## config.mk

```make
export PLATFORM = sky130hd
export DESIGN_NAME = alu_arbiter
export DESIGN_NICKNAME = d
export VERILOG_FILES = /design/src/rtl/alu_arbiter.sv
export SDC_FILE = /design/constraint.sdc
export NUM_CORES = 1
export LEC_CHECK = 0
export ABC_AREA = 0
export BUFFER_PORTS_ARGS = -buffer_cell sky130_fd_sc_hd__clkbuf_2
export CAP_MARGIN = 40
export CORE_MARGIN = 8
export CORE_UTILIZATION = 48
export CTS_BUF_LIST = sky130_fd_sc_hd__clkbuf_16
export CTS_CLUSTER_SIZE = 14
export DETAILED_ROUTE_END_ITERATION = 8
export MAX_ROUTING_LAYER = met4
export PLACE_DENSITY = 0.91
export SYNTH_ARGS = -nofsm -noshare
export SYNTH_HDL_FRONTEND = slang
export SYNTH_SLANG_ARGS = --single-unit
```

## constraint.sdc

```tcl
create_clock -name clk -period 3.7 [get_ports clk]
set_input_delay 0.185 -clock clk [delete_from_list [all_inputs] [get_ports clk]]
set_output_delay 0.185 -clock clk [all_outputs]
set_load 0.02 [all_outputs]
```

## src/rtl/alu_arbiter.sv

```systemverilog
// Round-robin front end sharing one combinational ALU between two requesters.
// One operation in flight: IDLE grants and registers operands, EXEC captures the result, RESP holds it.
module alu_arbiter #(
    parameter int DW  = 8,
    parameter int OPW = 4,
    parameter int FW  = 4
) (
    input  logic           clk,
    input  logic           rst,
    input  logic           req0_valid,
    output logic           req0_ready,
    input  logic [OPW-1:0] req0_opcode,
    input  logic [DW-1:0]  req0_a,
    input  logic [DW-1:0]  req0_b,
    input  logic           req1_valid,
    output logic           req1_ready,
    input  logic [OPW-1:0] req1_opcode,
    input  logic [DW-1:0]  req1_a,
    input  logic [DW-1:0]  req1_b,
    output logic [OPW-1:0] alu_opcode,
    output logic [DW-1:0]  alu_a,
    output logic [DW-1:0]  alu_b,
    input  logic [DW-1:0]  alu_out,
    input  logic [FW-1:0]  alu_flag,
    output logic           rsp_valid,
    input  logic           rsp_ready,
    output logic           rsp_id,
    output logic [DW-1:0]  rsp_data,
    output logic [FW-1:0]  rsp_flag,
    output logic           busy
);

    typedef enum logic [1:0] {
        IDLE = 2'd0,
        EXEC = 2'd1,
        RESP = 2'd2
    } state_t;

    state_t         state_q, state_d;
    logic           last_grant_q, last_grant_d;
    logic           owner_q, owner_d;
    logic [OPW-1:0] alu_opcode_q, alu_opcode_d;
    logic [DW-1:0]  alu_a_q, alu_a_d;
    logic [DW-1:0]  alu_b_q, alu_b_d;
    logic           rsp_valid_q, rsp_valid_d;
    logic           rsp_id_q, rsp_id_d;
    logic [DW-1:0]  rsp_data_q, rsp_data_d;
    logic [FW-1:0]  rsp_flag_q, rsp_flag_d;
    logic           busy_q, busy_d;

    logic grant_any;
    logic grant_id;

    // On a tie the requester that did not win last time is served.
    always_comb begin
        grant_any  = req0_valid | req1_valid;
        grant_id   = (req0_valid & req1_valid) ? ~last_grant_q : req1_valid;
        req0_ready = (state_q == IDLE) & ~rst & grant_any & ~grant_id;
        req1_ready = (state_q == IDLE) & ~rst & grant_any & grant_id;
    end

    always_comb begin
        state_d      = state_q;
        last_grant_d = last_grant_q;
        owner_d      = owner_q;
        alu_opcode_d = alu_opcode_q;
        alu_a_d      = alu_a_q;
        alu_b_d      = alu_b_q;
        rsp_valid_d  = rsp_valid_q;
        rsp_id_d     = rsp_id_q;
        rsp_data_d   = rsp_data_q;
        rsp_flag_d   = rsp_flag_q;
        unique case (state_q)
            IDLE: begin
                if (req0_ready | req1_ready) begin
                    state_d      = EXEC;
                    owner_d      = grant_id;
                    last_grant_d = grant_id;
                    alu_opcode_d = grant_id ? req1_opcode : req0_opcode;
                    alu_a_d      = grant_id ? req1_a : req0_a;
                    alu_b_d      = grant_id ? req1_b : req0_b;
                end
            end
            EXEC: begin
                state_d     = RESP;
                rsp_data_d  = alu_out;
                rsp_flag_d  = alu_flag;
                rsp_id_d    = owner_q;
                rsp_valid_d = 1'b1;
            end
            RESP: begin
                if (rsp_ready) begin
                    state_d     = IDLE;
                    rsp_valid_d = 1'b0;
                end
            end
            default: state_d = IDLE;
        endcase
        busy_d = (state_d != IDLE);
    end

    always_ff @(posedge clk) begin
        if (rst) begin
            state_q      <= IDLE;
            last_grant_q <= 1'b1;
            owner_q      <= 1'b0;
            alu_opcode_q <= '0;
            alu_a_q      <= '0;
            alu_b_q      <= '0;
            rsp_valid_q  <= 1'b0;
            rsp_id_q     <= 1'b0;
            rsp_data_q   <= '0;
            rsp_flag_q   <= '0;
            busy_q       <= 1'b0;
        end else begin
            state_q      <= state_d;
            last_grant_q <= last_grant_d;
            owner_q      <= owner_d;
            alu_opcode_q <= alu_opcode_d;
            alu_a_q      <= alu_a_d;
            alu_b_q      <= alu_b_d;
            rsp_valid_q  <= rsp_valid_d;
            rsp_id_q     <= rsp_id_d;
            rsp_data_q   <= rsp_data_d;
            rsp_flag_q   <= rsp_flag_d;
            busy_q       <= busy_d;
        end
    end

    assign alu_opcode = alu_opcode_q;
    assign alu_a      = alu_a_q;
    assign alu_b      = alu_b_q;
    assign rsp_valid  = rsp_valid_q;
    assign rsp_id     = rsp_id_q;
    assign rsp_data   = rsp_data_q;
    assign rsp_flag   = rsp_flag_q;
    assign busy       = busy_q;

endmodule

```

Word-level counts from Yosys, hierarchy flattened
Index checks and enable logic that the tools add are counted.
{"block": "word_totals", "mem_count": 0, "inputBits": 57, "latchBits": 0, "ram_bits": 0, "out_inout_bits": 37, "wordCells": 38, "ff_bits": 39, "romBits": 0}
{"block": "op_classes", "shifts": 0, "add_sub_neg": 0, "bitwise_logic": 10, "div": 0, "mul": 0, "n_lt_le_gt_ge": 0, "n_eq_ne": 3, "muxes": 9, "n_reduce_logical": 5}
{"cell": "$mux W8", "count": 2}
{"cell": "$pmux W2 S3", "count": 1}
{"cell": "$and A1 B1 Y1", "count": 5}
{"cell": "$mux W2", "count": 2}
{"cell": "$mux W4", "count": 1}
{"cell": "$reduce_and A2 Y1", "count": 2}
{"cell": "$reduce_bool A2 Y1", "count": 2}
{"cell": "$not A1 Y1", "count": 3}
{"cell": "$eq A2 B1 Y1 const B", "count": 1}
{"cell": "$eq A2 B2 Y1 const B", "count": 1}
{"cell": "$logic_not A2 Y1", "count": 1}
{"cell": "$mux W1", "count": 2}
{"cell": "$ne A2 B2 Y1 const B", "count": 1}
{"cell": "$or A1 B1 Y1", "count": 2}
{"cell": "$pmux W1 S2", "count": 1}

Logic depth before layout (Yosys ltp)
Gate-level depths: netlist of run 1.
{"block": "depth", "depth_word": 8, "mapped_depth": 5, "depth_no_buf": 4}

Least setup slack after synthesis of run 1
Ideal clock, no wire load.
{"block": "synth_timing", "path_kind": "reg2out", "from": "register state_q[1]", "to": "output req0_ready", "arrival_time_ns": 0.995, "slack_ns": 2.520, "required_ns": 3.515, "stages_incl_launch_ff": 4, "n_path_buf": 0, "path_cell_list": "dfxtp_1 > nor3_4 > nand2_2 > nor2_1"}
{"block": "synth_between", "elab_chain_cells": 4}
{"item": "start, declared", "line_no": "39", "rtl": "state_t state_q, state_d;"}
{"item": "start signal, assigned", "line_no": "116", "rtl": "state_q <= state_d;"}
{"item": "$logic_not A2 Y1", "line_no": "58", "rtl": "req0_ready = (state_q == IDLE) & ~rst & grant_any & ~grant_id;"}
{"item": "$and A1 B1 Y1 (3 in a row)", "line_no": "58"}
{"item": "end, declared", "line_no": "11", "rtl": "output logic req0_ready,"}
No other way between the ends.

Worst setup path after layout of run 1
{"block": "layout_timing", "from": "register state_q[1]", "to": "output req1_ready"}
{"block": "layout_between", "elab_chain_cells": 4}
{"item": "$logic_not A2 Y1", "line_no": "59", "rtl": "req1_ready = (state_q == IDLE) & ~rst & grant_any & grant_id;"}
{"item": "$and A1 B1 Y1 (3 in a row)", "line_no": "59"}
{"item": "end, declared", "line_no": "16", "rtl": "output logic req1_ready,"}
No other way between the ends.

==> qor.yml, run 1 <==
status: "complete, no violations"
core-area_mm2: 0.00361
yosys.area.top_type: "dfxtp_1"
cp_max_fo: 22
ir_drop_uv: 269
antenna_found_initial: 0
routed.top_layer: "met4"
cellPowerDensity_mw_per_mm2: 480
ys_async_sr_fraction_pct: 0
cts_resized: 0
port_buffers: 93
finalSetupTns_ns: 0
synthDominantCellAreaShare_pct: 44.2
chipHeight_um: 76.7
wl_mm: 4.64
synth_top_flop_cell: "dfxtp_1"
via_per_inst: 5.11
synth.area.top_cells: "dfxtp_1, a311oi_2, nand2_1"
drt_iter0_drc: 81
clk_pin_slew_worst_paths_ns: 0.05
relSlewSlack_pct: 64.5
cts_setup_buffers: 0
post-route-min-period_ns: 1.71
routed-wl-met3_um: 283
min_period_over_period_pct: 46.1
yosysUniqueCellTypes: 27
ys_ff_latch: 39
finalNetCount: 340
critPathKind: "reg -> out"
ios: 94
die-area_mm2: 0.00588
cts.sinks: 39
synth_common_cells: "nand2_1, dfxtp_1, a21oi_1"
synthToLayoutAreaGrowth_pct: 32.5
cts_buffers: 5
dpl.hpwl_mm: 3.51
drc: 0
syn_inst: 196
finalHoldViolations: 0
cts_tree: "done"
m1WireLength_mm: 1.84
grt_pass1_vias: 1721
regArea_um2: 781
finalSetupViolCount: 0
die_x_um: 76.7
holdBufCountCts: 0
ctsHtreeMaxLevel: 2
max_slew.worst_pin.slew_ns: 0.532
multi_input_area_um2: 863
synthesis.nets: 253
overflow: 0
drive_gt1_share_pct: 46.5
clock.fmax_mhz: 586
grt_pass1_wl_mm: 7.71
start_kind: "flop"
drv_slew: 0
cts_root_buf: "clkbuf_16"
synthMostInstantiatedCell: "nand2_1"
required_ns: 3.51
yosysWarnings: 0
rsz0062_at_grt: "no"
yosysSeqAreaShare_pct: 44.2
num_vias: 1698
worstSkewPairLatency_ns: 0.28
synth.cell_area_mm2: 0.00177
grt_use_total_pct: 16.1
initial_core_util_pct: 49.0
routedWlPerCell_um: 14.0
maxCapViolations: 0
p_leak_nw: 1.06
avgSynthCellArea_um2: 9.01
gp_congestion: 0.790
synth_edf_count: 0
min_path_type: "in -> reg"
nFillCells: 327
firstDrtPassIters: 4
endpoint_kind: "output port"
clockBufferDepth: 2
fin_skew_ns: 0.00288
p_total_mw: 1.12
worstPathArrival_ns: 1.52
rows: 22
ant_nets: 0
grt_max_degree: 40
dr_wl_met2_mm: 2.44
antennaDiodeCount: 0
[path summary, 6_finish.rpt]
| check | startpoint | endpoint | slack (ns) | cells past startpoint |
|---|---|---|---|---|
| worst min register to register | rsp_data[1]$_SDFFE_PP0N_ | rsp_data[1]$_SDFFE_PP0N_ | 0.45 | 2 |
| worst max register to register | state_q[1]$_SDFF_PP0_ | alu_a[3]$_SDFFE_PP0P_ | 2.01 | 5 |
| worst min-delay path | alu_out[7] | rsp_data[7]$_SDFFE_PP0N_ | 0.13 | 3 |
| worst max-delay path | state_q[1]$_SDFF_PP0_ | req1_ready | 1.99 | 5 |
[layout by cell type (no fill, tap or decap)]
master and count:
o21ai_0 2, or3_2 1, clkbuf_16 5, a21boi_2 1, nor2_1 3, buf_6 1
and2b_2 1, a21oi_2 2, nand2_2 1, buf_4 2, clkinv_2 1, a211o_1 1
a21oi_1 33, inv_1 3, nor3_4 1, nand2_1 66, nand3b_1 1, a311oi_2 20
dfxtp_1 39, nand2b_1 1, or3b_1 1, a21bo_2 1, nand3_1 1, or2_4 1
clkbuf_2 93, or2_1 1, inv_2 1
[flip-flops by register name, summed over array words and instances, names as in the netlist]
signal        flops
rsp_valid         1
owner_q           1
alu_opcode        4
rsp_data          8
rsp_flag          4
state_q           2
alu_a             8
busy              1
alu_b             8
last_grant_q      1
rsp_id            1
[layer usage]
metal | track usage (%) | vias to the layer above
met5 | - | -
met4 | 8.08 | 0
met3 | 4.66 | 5
met2 | 28.9 | 58
met1 | 15.4 | 778
li1 | - | 857
[area by class of cell]
type	instances	area share, %
multi-input combinational	139	36.9
timing repair buffer	96	21.0
clock inverter	3	0.534
sequential	39	33.4
tap	48	2.57
clock buffer	5	5.34
inverter	2	0.321
[through the flow]
| step | hold slack, ns | std cells | utilization, % | setup WS, ns | instance area [um2] |
|---|---|---|---|---|---|
| 2_1_floorplan | 0.321 | 196 | - | 2.52 | 1770 |
| 3_3_place_gp | 0.415 | 323 | 60.8 | 1.88 | 2190 |
| 3_5_place_dp | 0.418 | 324 | 61.1 | 1.81 | 2200 |
| 4_1_cts | 0.125 | 332 | 64.9 | 1.98 | 2340 |
| 5_1_grt | 0.127 | 332 | 64.9 | 1.89 | 2340 |
| 6_report | 0.128 | 332 | 64.9 | 1.99 | 2340 |
[kinds of logic (layout without fill, tap and decap cells)]
logic type             Yosys count  count (layout)  share of synthesized area (%)
AO/OA/AOI/OAI                   60              60                           29.6
buffers and inverters           18             106                           6.94
flip-flops                      39              39                           44.2
AND/OR/NAND/NOR                 79              79                           19.3
[report_power, final]
part | total, mW | leakage, nW | internal [mW] | switching, mW
clock network | 0.396 | 0.0762 | 0.243 | 0.153
logic | 0.249 | 0.666 | 0.0968 | 0.152
registers | 0.478 | 0.321 | 0.457 | 0.0208
[worst max-delay path, stage by stage (launching register included)]
cell	delay (ns)
dfxtp_1	0.35
nor3_4	0.18
buf_4	0.28
nand3_1	0.13
inv_1	0.11
clkbuf_2	0.18
Power figures use the tool's default switching activity.
==> inputs of run 2 (changes only) <==
CORE_UTILIZATION = 44   (was 48)
PLACE_DENSITY = 0.85   (was 0.91)
clock period = 1.8 ns   (was 3.7 ns; I/O delays follow)
==> run 2 against run 1 <==
Critical endpoint unchanged. Critical path type unchanged. Setup slack worse by 1.7 ns. Combinational power rose by 110%. Routed wire length up 2.9%. Largest power group unchanged. Core utilization fell by 4.4 points.
==> qor.yml, run 2 (synthesis gave the netlist of run 1 again) <==
status: "complete, no violations"
routed-wl-met3_um: 369
seqPwrFrac_pct: 41.8
ctsHtreeMaxLevel: 2
p_int_mw: 1.66
grt_max_degree: 29
slowest_delay_ns: 0.36
critPathKind: "reg -> out"
cts_resized: 0
relSlewSlack_pct: 73.8
antennaDiodeCount: 0
stdcell_count: 338
post-route-min-period_ns: 1.54
fin_util_pct: 60.5
clock.fmax_mhz: 650
r2r-start: "state_q[1]$_SDFF_PP0_"
drive_gt1_share_pct: 47.6
finalNetCount: 344
ant_nets: 0
dr_wl_met2_mm: 2.27
worstPathArrival_ns: 1.45
start_kind: "flop"
ir_drop_uv: 633
cp_max_fo: 8
grt_pass1_wl_mm: 7.89
power.switching_uw: 692
cts.sinks: 39
die_x_um: 79.4
via_per_inst: 4.96
antenna_found_initial: 0
endpoint_kind: "output port"
chipHeight_um: 79.4
clockBufferDepth: 2
rows: 23
min_path_type: "in -> reg"
rsz0062_at_grt: "no"
required_ns: 1.71
swShare_pct: 29.5
wl_mm: 4.78
routedWlPerCell_um: 14.1
combPwrFrac_pct: 22.7
dpl.hpwl_mm: 3.75
slowest_stage: "dfxtp_1"
r2r_setup_slack_ns: 0.45
drc: 0
grt_pass1_vias: 1755
port_buffers: 93
clockPowerShare_pct: 35.6
layout_common_cells: "clkbuf_2, nand2_1, dfxtp_1"
clk_pin_slew_worst_paths_ns: 0.06
overflow: 0
synthToLayoutAreaGrowth_pct: 35.1
p_leak_nw: 1.08
cts_root_buf: "clkbuf_16"
core-area_mm2: 0.00394
cts_buffers: 5
die-area_mm2: 0.00630
routed.top_layer: "met4"
drv_slew: 0
hold_depth: 3
m1WireLength_mm: 2.00
finalSetupViolCount: 0
worstSkewPairLatency_ns: 0.28
finalSetupTns_ns: 0
finalHoldViolations: 0
min_period_over_period_pct: 85.5
initial_core_util_pct: 44.8
hold_start: "alu_out[1]"
gp_congestion: 0.742
drt_iter0_drc: 35
cts_setup_buffers: 0
r2r-end: "alu_b[3]$_SDFFE_PP0P_"
numPlacedInstances: 330
hold-path-endpoint: "rsp_data[1]$_SDFFE_PP0N_"
num_vias: 1676
ios: 94
grt_use_total_pct: 16.0
cts_tree: "done"
holdBufCountCts: 0
nFillCells: 345
maxCapViolations: 0
max_slew.worst_pin.slew_ns: 0.393
mostFrequentLayoutCell: "clkbuf_2"
r2r_cells: 5
firstDrtPassIters: 4
fin_skew_ns: 0.00357
cellPowerDensity_mw_per_mm2: 985
cp_cell_sequence: "nor3_4 > buf_4 > nand3_1 > inv_1 > clkbuf_2"
run 2: cell type report:
class / instances / area (um2) / area share, %
Tap cell: 50 / 62.6 / 2.62
Clock inverter: 3 / 16.3 / 0.682
Sequential cell: 39 / 781 / 32.7
Inverter: 2 / 7.51 / 0.315
Multi-Input combinational cell: 139 / 863 / 36.2
Clock buffer: 5 / 125 / 5.24
Timing Repair Buffer: 100 / 531 / 22.2
run 2: per-stage QoR:
step	cell area, um2	total power, mW	setup slack [ns]	hold slack (ns)
detailed placement	2240	1.54	0.458	0.321
CTS	2390	2.38	0.250	0.0254
global placement	2240	1.53	0.497	0.314
floorplan	1770	1.36	0.645	0.226
finish	2390	2.35	0.261	0.0298
global route	2390	2.47	0.155	0.0354
run 2: power by group through the flow:
| stage | registers, mW | clock network [mW] | logic, mW |
|---|---|---|---|
| floorplan | 1.08 | 0 | 0.279 |
| global placement | 0.997 | 0 | 0.529 |
| detailed placement | 1.00 | 0 | 0.538 |
| CTS | 0.982 | 0.855 | 0.540 |
| global route | 0.991 | 0.899 | 0.582 |
| finish | 0.981 | 0.836 | 0.532 |
run 2: worst max path at each step:
stage                          start                     to  slack, ns  cells past startpoint
4_1_cts        state_q[1]$_SDFF_PP0_             req1_ready       0.25                      5
3_5_place_dp   state_q[1]$_SDFF_PP0_  alu_b[6]$_SDFFE_PP0P_       0.46                      5
2_1_floorplan  state_q[1]$_SDFF_PP0_  alu_a[7]$_SDFFE_PP0P_       0.65                      5
3_3_place_gp   state_q[1]$_SDFF_PP0_  alu_a[2]$_SDFFE_PP0P_       0.50                      5
5_1_grt        state_q[1]$_SDFF_PP0_             req1_ready       0.16                      5
6_report       state_q[1]$_SDFF_PP0_             req1_ready       0.26                      5
run 2: worst max-delay path, delay by kind of cell (launching register included):
family,cells,cell delay (ns)
DFF,1,0.36
buffers and inverters,3,0.47
and+or+nand+nor,2,0.34
run 2: routing by layer:
layer  up-vias  track usage, %
met1       733            17.9
met5         -               -
met4         0            7.41
met3        14            6.55
li1        865               -
met2        64            24.2
